--- src/rtl/external_clk_pkg.sv ---
// Shared phase-window constants and helpers for the external clock generator.
// Phase counter is 3 bits: one M-cycle is eight CLK periods.
package external_clk_pkg;

    localparam int PH_W              = 3;
    localparam int STABLE_CYCLES_DEF = 16;

    localparam logic [PH_W-1:0] MAIN_LO  = 3'd0;
    localparam logic [PH_W-1:0] MAIN_HI  = 3'd3;
    localparam logic [PH_W-1:0] ADR_LO   = 3'd2;
    localparam logic [PH_W-1:0] ADR_HI   = 3'd5;
    localparam logic [PH_W-1:0] DATA_LO  = 3'd4;
    localparam logic [PH_W-1:0] DATA_HI  = 3'd7;
    localparam logic [PH_W-1:0] INC_LO   = 3'd1;
    localparam logic [PH_W-1:0] INC_HI   = 3'd4;
    localparam logic [PH_W-1:0] LATCH_PH = 3'd6;
    localparam logic [PH_W-1:0] PH_LAST  = 3'd7;

    function automatic logic in_win(input logic [PH_W-1:0] ph,
                                    input logic [PH_W-1:0] lo,
                                    input logic [PH_W-1:0] hi);
        return (ph >= lo) && (ph <= hi);
    endfunction

endpackage

--- src/rtl/external_clk.sv ---
// Oscillator start-up sequencer and eight-phase clock generator.
// Every output is a flop loaded with the decode of the next internal state.
module external_clk
    import external_clk_pkg::*;
#(
    parameter int STABLE_CYCLES = STABLE_CYCLES_DEF
) (
    input  logic CLK,
    input  logic RESET,
    output logic MAIN_CLK_P,
    output logic MAIN_CLK_N,
    output logic ADR_CLK_P,
    output logic ADR_CLK_N,
    output logic DATA_CLK_P,
    output logic DATA_CLK_N,
    output logic INC_CLK_P,
    output logic INC_CLK_N,
    output logic LATCH_CLK,
    output logic OSC_ENA,
    output logic OSC_STABLE,
    output logic CLK_ENA,
    output logic ASYNC_RESET,
    output logic SYNC_RESET
);

    localparam int CW = $clog2(STABLE_CYCLES + 1);
    localparam logic [CW-1:0] STABLE_MAX = CW'(STABLE_CYCLES);

    logic [PH_W-1:0] ph, ph_n;
    logic [CW-1:0]   cnt, cnt_n;
    logic            osc_ena_n, osc_stable_n, clk_ena_n, async_n, sync_n;
    logic            main_n, adr_n, data_n, inc_n, latch_n;

    always_comb begin
        ph_n         = '0;
        cnt_n        = '0;
        osc_ena_n    = 1'b0;
        osc_stable_n = 1'b0;
        clk_ena_n    = 1'b0;
        async_n      = 1'b1;
        sync_n       = 1'b1;
        if (RESET) begin
            osc_ena_n    = 1'b1;
            async_n      = 1'b0;
            // counter saturates at STABLE_MAX so OSC_STABLE can never drop
            cnt_n        = (OSC_ENA && cnt != STABLE_MAX) ? cnt + 1'b1 : cnt;
            osc_stable_n = OSC_STABLE || (cnt_n == STABLE_MAX);
            clk_ena_n    = OSC_STABLE;
            ph_n         = CLK_ENA ? ph + 1'b1 : '0;
            sync_n       = SYNC_RESET && !(CLK_ENA && ph == PH_LAST);
        end
    end

    always_comb begin
        main_n  = clk_ena_n && in_win(ph_n, MAIN_LO, MAIN_HI);
        adr_n   = clk_ena_n && in_win(ph_n, ADR_LO, ADR_HI);
        data_n  = clk_ena_n && in_win(ph_n, DATA_LO, DATA_HI);
        inc_n   = clk_ena_n && in_win(ph_n, INC_LO, INC_HI);
        latch_n = clk_ena_n && (ph_n == LATCH_PH);
    end

    always_ff @(posedge CLK) begin
        ph          <= ph_n;
        cnt         <= cnt_n;
        OSC_ENA     <= osc_ena_n;
        OSC_STABLE  <= osc_stable_n;
        CLK_ENA     <= clk_ena_n;
        ASYNC_RESET <= async_n;
        SYNC_RESET  <= sync_n;
        MAIN_CLK_P  <= main_n;
        MAIN_CLK_N  <= !main_n;
        ADR_CLK_P   <= adr_n;
        ADR_CLK_N   <= !adr_n;
        DATA_CLK_P  <= data_n;
        DATA_CLK_N  <= !data_n;
        INC_CLK_P   <= inc_n;
        INC_CLK_N   <= !inc_n;
        LATCH_CLK   <= latch_n;
    end

endmodule

--- config.mk ---
export PLATFORM = sky130hd
export DESIGN_NAME = external_clk
export DESIGN_NICKNAME = d
export VERILOG_FILES = /design/src/rtl/external_clk_pkg.sv /design/src/rtl/external_clk.sv
export SDC_FILE = /design/constraint.sdc
export NUM_CORES = 1
export LEC_CHECK = 0
export BUFFER_PORTS_ARGS = -buffer_cell sky130_fd_sc_hd__buf_2
export CORE_MARGIN = 5
export CORE_UTILIZATION = 54
export DETAILED_ROUTE_END_ITERATION = 10
export MAX_ROUTING_LAYER = met4
export PLACE_DENSITY = 0.83
export SLEW_MARGIN = 20
export SYNTH_ARGS = -nofsm -noshare
export SYNTH_HDL_FRONTEND = slang
export SYNTH_SLANG_ARGS = --single-unit
--- constraint.sdc ---
create_clock -name CLK -period 4.3 [get_ports CLK]
set_clock_uncertainty 0.05 [all_clocks]
set_input_delay 0.43 -clock CLK [delete_from_list [all_inputs] [get_ports CLK]]
set_output_delay 0.43 -clock CLK [all_outputs]
set_load 0.02 [all_outputs]
==> results of run 1 <==
==> power groups by stage <==
stage               registers (mW)  logic, mW  clock network [mW]
CTS                          0.210     0.0176              0.0922
global placement             0.214     0.0169                   0
detailed placement           0.215     0.0175                   0
finish                       0.210     0.0173              0.0866
global route                 0.211     0.0201               0.100
floorplan                    0.215     0.0126                   0
==> worst paths after layout <==
check                                           start               endpoint  slack, ns
worst max-delay path                    ph[0]$_DFF_P_     MAIN_CLK_N$_DFF_P_       2.76
worst min-delay path                            RESET        OSC_ENA$_DFF_P_       0.29
worst max register to register          ph[0]$_DFF_P_     MAIN_CLK_N$_DFF_P_       2.76
worst min register to register  SYNC_RESET$_SDFF_PN1_  SYNC_RESET$_SDFF_PN1_       0.39
==> registers in the layout (all words and copies together) (netlist names) <==
signal and flops:
LATCH_CLK 1, ASYNC_RESET 1, MAIN_CLK_P 1, INC_CLK_N 1
ADR_CLK_N 1, CLK_ENA 1, DATA_CLK_N 1, OSC_ENA 1
ph 3, MAIN_CLK_N 1, OSC_STABLE 1, ADR_CLK_P 1
cnt 5, DATA_CLK_P 1, INC_CLK_P 1, SYNC_RESET 1
==> critical path, cell delays in order, from the launching register on <==
cell and delay [ns]:
dfxtp_1 0.34, ha_1 0.20, ha_1 0.33, and3_1 0.21
or2_2 0.30
==> logic make-up (layout without fill, tap and decap cells) <==
kind of cell / after synthesis / in the layout
simple gates: 28 / 28
flops: 22 / 22
buf+inv: 9 / 26
xor+xnor: 5 / 5
fa+ha+maj: 4 / 4
compound gates: 4 / 4
mux: 2 / 2
==> placed cells by master, fill, tap and decap left out, drive strengths merged, types with 2 or more instances in the layout <==
cell type   n
xnor2       3
dfxtp      22
nand3       2
inv         8
ha          4
mux2i       2
nor2        8
buf        15
o21ai       2
and3        2
clkbuf      3
nand2       6
xor2        2
nand4       3
nand2b      2
==> layer usage <==
layer | up-vias | GRT usage (%) | part of all wire, %
met2 | 15 | 22.7 | 49
met5 | - | - | 0
met1 | 232 | 14.2 | 41
li1 | 273 | - | -
met3 | 6 | 3.38 | 6.1
met4 | 0 | 11.3 | 3.5
==> area by class of cell <==
class / instances / area, um2 / share of cell area (%)
clock buffer: 3 / 22.5 / 2.55
timing repair buffer: 15 / 75.1 / 8.49
inverter: 8 / 30.0 / 3.39
tap: 15 / 18.8 / 2.12
sequential: 22 / 440 / 49.8
multi-input combinational: 43 / 298 / 33.7
==> stage by stage <==
step	area (um2)	hold slack, ns	utilization (%)	setup WS (ns)
6_report	885	0.292	66.3	2.76
5_1_grt	885	0.280	66.3	2.69
2_1_floorplan	773	0.376	-	2.82
3_3_place_gp	862	0.378	64.6	2.80
3_5_place_dp	862	0.373	64.6	2.76
4_1_cts	885	0.281	66.3	2.73
==> results.md, run 1 <==
Global route:
- Global routing used 14.1% of the available tracks.
- The initial antenna violation count was 0.
- The maximum number of pins on one net before global-route repair is 12.
- The final global-route overflow total is 0.
- The first global-routing pass estimated about 2100 um of wire.
- The via count of the first global-routing pass came to 527.

Synth:
- By count the netlist is led by dfxtp_1 (22), inv_1 (8), nor2_1 (8).
- After synthesis, the largest family of logic cells by area is simple AND/OR/NAND/NOR gates.
- Yosys attributes the largest share of cell area to dfxtp_1 (57%), ha_1 (6.5%), inv_1 (3.9%).
- The post-synth net total is 80.
- The cell taking the most area after synthesis is dfxtp_1.
- Of the post-synthesis cell area, the part taken by muxes is 2.59%.
- The synthesized design contains 22 register bits.
- After Yosys synthesis, XOR and XNOR cells account for 5.66% of the synthesized area.
- The simple-gate share of the synthesized area is between 15 and 20%.
- The most numerous cell in the Yosys netlist is dfxtp_1.
- After Yosys synthesis, full adders, half adders and majority gates account for 6.47% of the synthesized area.
- After synthesis, the share of flip-flops with an asynchronous set or reset is 0%.
- Averaged over all synthesized cells, the footprint is 10.4 um2.
- After synthesis the cells add up to 773 um2.
- Synthesis handed over a netlist of 74 instances.
- The number of distinct library cells after synthesis is 22.
- The number of warnings printed during yosys synthesis is 0.
- The synthesized netlist devotes 3.88% of its cell area to compound gates.
- The part of the Yosys area used for sequential elements is 57.0%.
- Of the post-synthesis cell area, the dominant cell type holds a little under three fifths.
- In the synthesized netlist the dominant register cell turns out to be dfxtp_1.
- The synthesized design contains 0 enable-type register cells.

Power and ir drop:
- In this run, the combinational gates consume 5.5% of the power.
- The sequential group share of total power is between 60% and 70%.
- The worst supply voltage drop on vdd is 173 uV.
- The internal power of the cells is 0.246 mW.
- The static leakage is around 0.46 nW.
- The share of total power dissipated in the clock network is 27.6%.
- Net switching is approximately 22% of the power.
- Total power for the finished layout comes to 0.314 mW.
- The total power density per cell area is 355 nW/um2.
- In this run the power spent charging and discharging nets is between 0.06 and 0.07 mW.

Finish:
- The count of antenna diodes in the layout is 0.
- The fraction of layout cells with a size suffix above 1 is around a quarter.
- The layout filler cell count is 126.
- The net count of the finished layout is 99.
- From synthesis to final layout, the design area changed by 14.4%.
- Excluding fillers, the count of instances in the completed layout stands at 106.

Placed design:
- The HPWL reported at the end of detailed placement is 910 um.
- After detailed placement, the design holds a cell count of 103.
- The congestion estimate from routability-driven global placement came to 0.753.
- Buffers placed on the I/O ports in this run total 15.

Floorplanning:
- For this configuration, the core starts out at a cell density of 58.0%.
- In this run the count of I/O pins placed on the die edge is 16.
- The width of the chip is 47.8 um.
- The overall die area is 2290 um2.
- The overall die height is 47.8 um.
- The core region is 1330 um2.
- Row generation in the floorplan step produced 13 rows.

Timing:
- Setup repair after global routing left no endpoint under its margin.
- After layout, the minimum clock period comes to approximately 1.5 ns.
- The worst relative slew slack is 84.9%.
- After routing, the total negative slack on setup checks comes to 0 ns.
- The count of pins over their slew limit is 0.
- The final hold violation count is 0.
- Setup violations remaining at the end of the flow were counted as 0.
- The upper clock frequency limit is 647 MHz.
- At the pin with the least slew margin, the transition time is 0.226 ns.
- The final critical path takes up 35.9% of the cycle.

Clock tree:
- The number of setup buffers added after CTS is 0.
- The count of hold buffers inserted by post-cts repair is 0.
- The TritonCTS clock tree is done.
- Clock-pin slew was measured on the worst setup and hold paths at 0.11 ns.
- The number of CTS-inserted buffers is 3.
- The post-cts sizing count is 0.
- The source-to-sink clock delay at the later pin of the worst-skew pair is 0.29 ns.
- The number of H-tree levels is 1.
- Clock tree synthesis found a total of 22 sinks.
- The longest clock path from root to sink contains 2 buffers.
- Clock tree synthesis selected as its root buffer the cell clkbuf_4.

Worst setup path:
- The depth of the most critical reg-to-reg path is 4.
- The type of element capturing the critical path is a flop.
- The critical path data arrival time is 1.68 ns.
- The path type of the worst setup path is reg -> reg.
- Along the worst path, the maximum fanout reaches 4.
- STA classifies the critical path startpoint as a flop.
- For the worst setup path, the data required time is 4.44 ns.

Detailed routing:
- After detailed routing, the average wire length per cell comes to roughly 11 um.
- The number of vias in the routed layout is 526.
- For this run, design rule violations remaining after detail routing come to 0.
- The final layout contains routed wiring with a total length of 1160 um.
- The number of design-rule violations left by the first detailed-router iteration is 5.
- The first detailed-routing pass took 4 iterations.
- The ratio of routed vias to standard cells is 4.96.
- The count of nets left with antenna violations once routing finished came out at 0.

Hold path:
- Counting instances, the worst hold path has a depth of 1.
- In this run the worst hold path is classified as in -> reg.

Outcome:
- The flow ran to the end, and the final reports show no timing, DRC or antenna violations.

Run:
- The tool flagged a number of max-cap violations equal to 0.
Power figures use the tool's default switching activity.
==> run 2, diff against run 1 <==
--- a/config.mk
+++ b/config.mk
@@ -6,11 +6,12 @@
 export NUM_CORES = 1
 export LEC_CHECK = 0
 export BUFFER_PORTS_ARGS = -buffer_cell sky130_fd_sc_hd__buf_2
+export CORE_ASPECT_RATIO = 1.2
 export CORE_MARGIN = 5
-export CORE_UTILIZATION = 54
+export CORE_UTILIZATION = 45
 export DETAILED_ROUTE_END_ITERATION = 10
 export MAX_ROUTING_LAYER = met4
-export PLACE_DENSITY = 0.83
+export PLACE_DENSITY = 0.74
 export SLEW_MARGIN = 20
 export SYNTH_ARGS = -nofsm -noshare
 export SYNTH_HDL_FRONTEND = slang
==> constraint.sdc (replaced) <==
create_clock -name CLK -period 1.3 [get_ports CLK]
set_clock_uncertainty 0.05 [all_clocks]
set_input_delay 0.13 -clock CLK [delete_from_list [all_inputs] [get_ports CLK]]
set_output_delay 0.13 -clock CLK [all_outputs]
set_load 0.02 [all_outputs]
==> results.md, run 2 (synthesized netlist as in run 1, its figures left out) <==
Outcome:
- The flow ran to the end, but the final reports show violations.
- The checks that failed: negative setup slack.

Worst setup path:
- STA classifies the critical path endpoint as a flop.
- The endpoint identified for the worst register-to-register timing path is OSC_STABLE$_SDFF_PN0_.
- The data required time of the worst path is 1.45 ns.
- The maximum fanout along the worst path is 4.
- The worst setup path is launched from a flop.
- The path type of the worst setup path is reg -> reg.
- The critical path data arrival time is 1.47 ns.
- The startpoint identified for the worst register-to-register timing path is cnt[0]$_SDFF_PN0_.
- The depth of the most critical reg-to-reg path is 6.
- Across all register-to-register paths, the minimum setup slack is -0.02 ns.

Run:
- Max-cap violations in this run came to 0.

Detailed routing:
- The routed wire length on met2 is approximately 770 um.
- The count of nets left with antenna violations after detail routing is 0.
- The wire length on met3 is between 80 and 90 um.
- The highest routed metal layer is met4.
- The total DRC errors in the routed layout is 0.
- The ratio of routed vias to standard cells is 4.82.
- The detailed-route wire length is 1380 um.
- The number of vias in the routed layout is 564.
- The first detailed-routing pass ran for 4 iterations.
- For this block, wires on met1 add up to 483 um.
- The routed wirelength normalized by instance count is 11.8 um.
- After the first detailed-routing iteration, the DRC count stood at 9.

Timing:
- Setup repair after global routing could not meet its margin everywhere.
- The worst relative slew slack is 80.7%.
- Counting I/O delays and the setup requirement, the final critical path takes around 1.3 ns.
- Setup violations remaining at the end of the flow were counted as 1.
- In the post-route analysis, the smallest setup slack over all paths is -0.0158 ns.
- The count of pins over their slew limit is 0.
- The final hold violation count was 0.
- Dividing the final minimum period by the clock period gives 101%.
- The final hold slack is 0.399 ns.
- The upper clock frequency limit is around 760 MHz.
- The transition time at the pin with the least slew margin is 0.287 ns.

Hold path:
- Counting instances, the worst hold path has a depth of 1.
- In this run the worst hold path is classified as reg -> reg.
- The worst hold path terminates at DATA_CLK_N$_DFF_P_.
- The worst hold path begins at OSC_STABLE$_SDFF_PN0_.

Power and ir drop:
- Internal power comes to between 0.8 and 0.9 mW.
- In this run the power density over the cells is 1100 nW/um2.
- The proportion of power drawn by the clock network is approximately a third.
- Summed over all cells, the static leakage comes to 0.509 nW.
- The net switching power of the design is 0.249 mW.
- Of the total power, the share spent switching nets is between 20% and 30%.
- In this run, flip-flops and latches consume 61.0% of the power.
- The worst supply voltage drop on vdd is 887 uV.
- Of the total power, combinational logic draws 7.5%.

Clock tree:
- The root buffer selected by CTS is clkbuf_4.
- The number of CTS-inserted buffers is 3.
- For this design, the sink count on the clock tree is 22.
- The source-to-sink clock delay at the later pin of the worst-skew pair is 0.30 ns.
- The number of H-tree levels is 1.
- No sink is reached through more buffers than the 2 on the longest clock path.
- TritonCTS built the clock tree.
- After clock tree synthesis, the clock-pin slew on the worst setup and hold paths is 0.11 ns.

Placed design:
- The HPWL reported at the end of detailed placement is 1080 um.
- Input and output buffers added on the ports amount to 15.
- The final weighted congestion of routability-driven global placement is 0.759.
- The cell count after placement is 111.
- The placed instance area is roughly 940 um2.
- Prior to clock tree synthesis, the placed netlist has a worst setup slack of -0.0376 ns.

Finish:
- The finished layout holds roughly 120 standard cells, fillers aside.
- The area added between synthesis and finish is 35.1%.
- For this run, the share of the core covered by cells in the final layout is between 60% and 70%.
- The library cells used most frequently in the layout, excluding fill and tap cells, are dfxtp_1 (17), buf_2 (15), nor2_1 (8), nand2_1 (6), inv_1 (6).
- The library cell used most frequently in the layout, excluding fill and tap cells, is dfxtp_1.
- Of the cells placed in the final design, the portion with a size suffix greater than 1 is 42.4%.
- The register ranked first by flip-flop count is cnt.
- The cell area after layout is approximately 1000 um2.
- For this run, the post-layout net count is 106.
- The repair_antennas step left the layout with diodes totalling 0.
- The register with the most flip-flops in the layout has 5 of them.
- The largest registers in the layout are cnt: 5 flops, ph: 3 flops.

Global route:
- The total routing usage reported by global routing is between 10% and 20%.
- The via count of the first global-routing pass is 599.
- The final global-route overflow total is 0.
- The initial antenna violation count is 0.
- The first global-routing pass estimated 2500 um of wire.
- The maximum number of pins on one net before global-route repair is 13.

Floorplanning:
- The number of top-level design ports is 16.
- After floorplanning, the core was sized to cover around 1600 um2.
- The initial core utilization is 47.1%.
- The die covers 2650 um2.
- In this run the vertical extent of the chip is 55.4 um.
- The width of the chip is about 48 um.
- The initialized floorplan defines 16 standard-cell rows.
-- run 2: metrics by stage --
| step | setup TNS (ns) | total power, mW |
|---|---|---|
| finish | -0.0158 | 1.15 |
| global route | -0.110 | 1.22 |
| CTS | 0 | 1.16 |
| detailed placement | -0.0723 | 0.782 |
| global placement | 0 | 0.778 |
| floorplan | 0 | 0.755 |
-- run 2: area by class of cell --
| type | count | area (um2) |
|---|---|---|
| Fill cell | 133 | 597 |
| Multi-Input combinational cell | 43 | 370 |
| Sequential cell | 22 | 452 |
| Clock buffer | 4 | 36.3 |
| Tap cell | 18 | 22.5 |
| Timing Repair Buffer | 22 | 134 |
| Inverter | 8 | 30.0 |
-- run 2: routing by layer --
layer	vias up	GRT usage (%)
li1	287	-
met1	252	13.1
met2	19	21.4
met3	6	4.22
met4	0	8.08
met5	-	-
-- run 2: critical path, cell delays in order, from the launching register on --
cell,delay [ns]
dfxtp_4,0.38
inv_2,0.07
ha_4,0.13
nand3b_4,0.09
o21ai_4,0.19
mux2i_1,0.23
o21ai_1,0.07
-- run 2: repair_timing --
| action | CTS | global route |
|---|---|---|
| pin swaps | 5 | 7 |
| endpoints found under the setup margin | 4 | 8 |
| endpoints found under the hold margin | 1 | 0 |
| gates resized for setup | 8 | 6 |
| hold buffers | 1 | 0 |
| buffers inserted | 1 | 0 |
-- run 2: how the worst max path moves through the flow --
stage | endpoint | from | slack (ns) | cells past startpoint
floorplan | MAIN_CLK_N$_DFF_P_ | ph[0]$_DFF_P_ | 0.008 | 4
global placement | OSC_STABLE$_SDFF_PN0_ | cnt[0]$_SDFF_PN0_ | 0.01 | 6
detailed placement | OSC_STABLE$_SDFF_PN0_ | cnt[0]$_SDFF_PN0_ | -0.04 | 6
CTS | cnt[1]$_SDFF_PN0_ | cnt[0]$_SDFF_PN0_ | 0.0008 | 6
global route | OSC_STABLE$_SDFF_PN0_ | cnt[0]$_SDFF_PN0_ | -0.07 | 6
finish | OSC_STABLE$_SDFF_PN0_ | cnt[0]$_SDFF_PN0_ | -0.02 | 6
-- run 2: power groups by stage --
stage	registers (mW)	clock network, mW	logic [mW]
finish	0.700	0.361	0.0864
global route	0.702	0.420	0.0952
CTS	0.697	0.376	0.0850
detailed placement	0.710	0	0.0721
global placement	0.709	0	0.0683
floorplan	0.713	0	0.0425
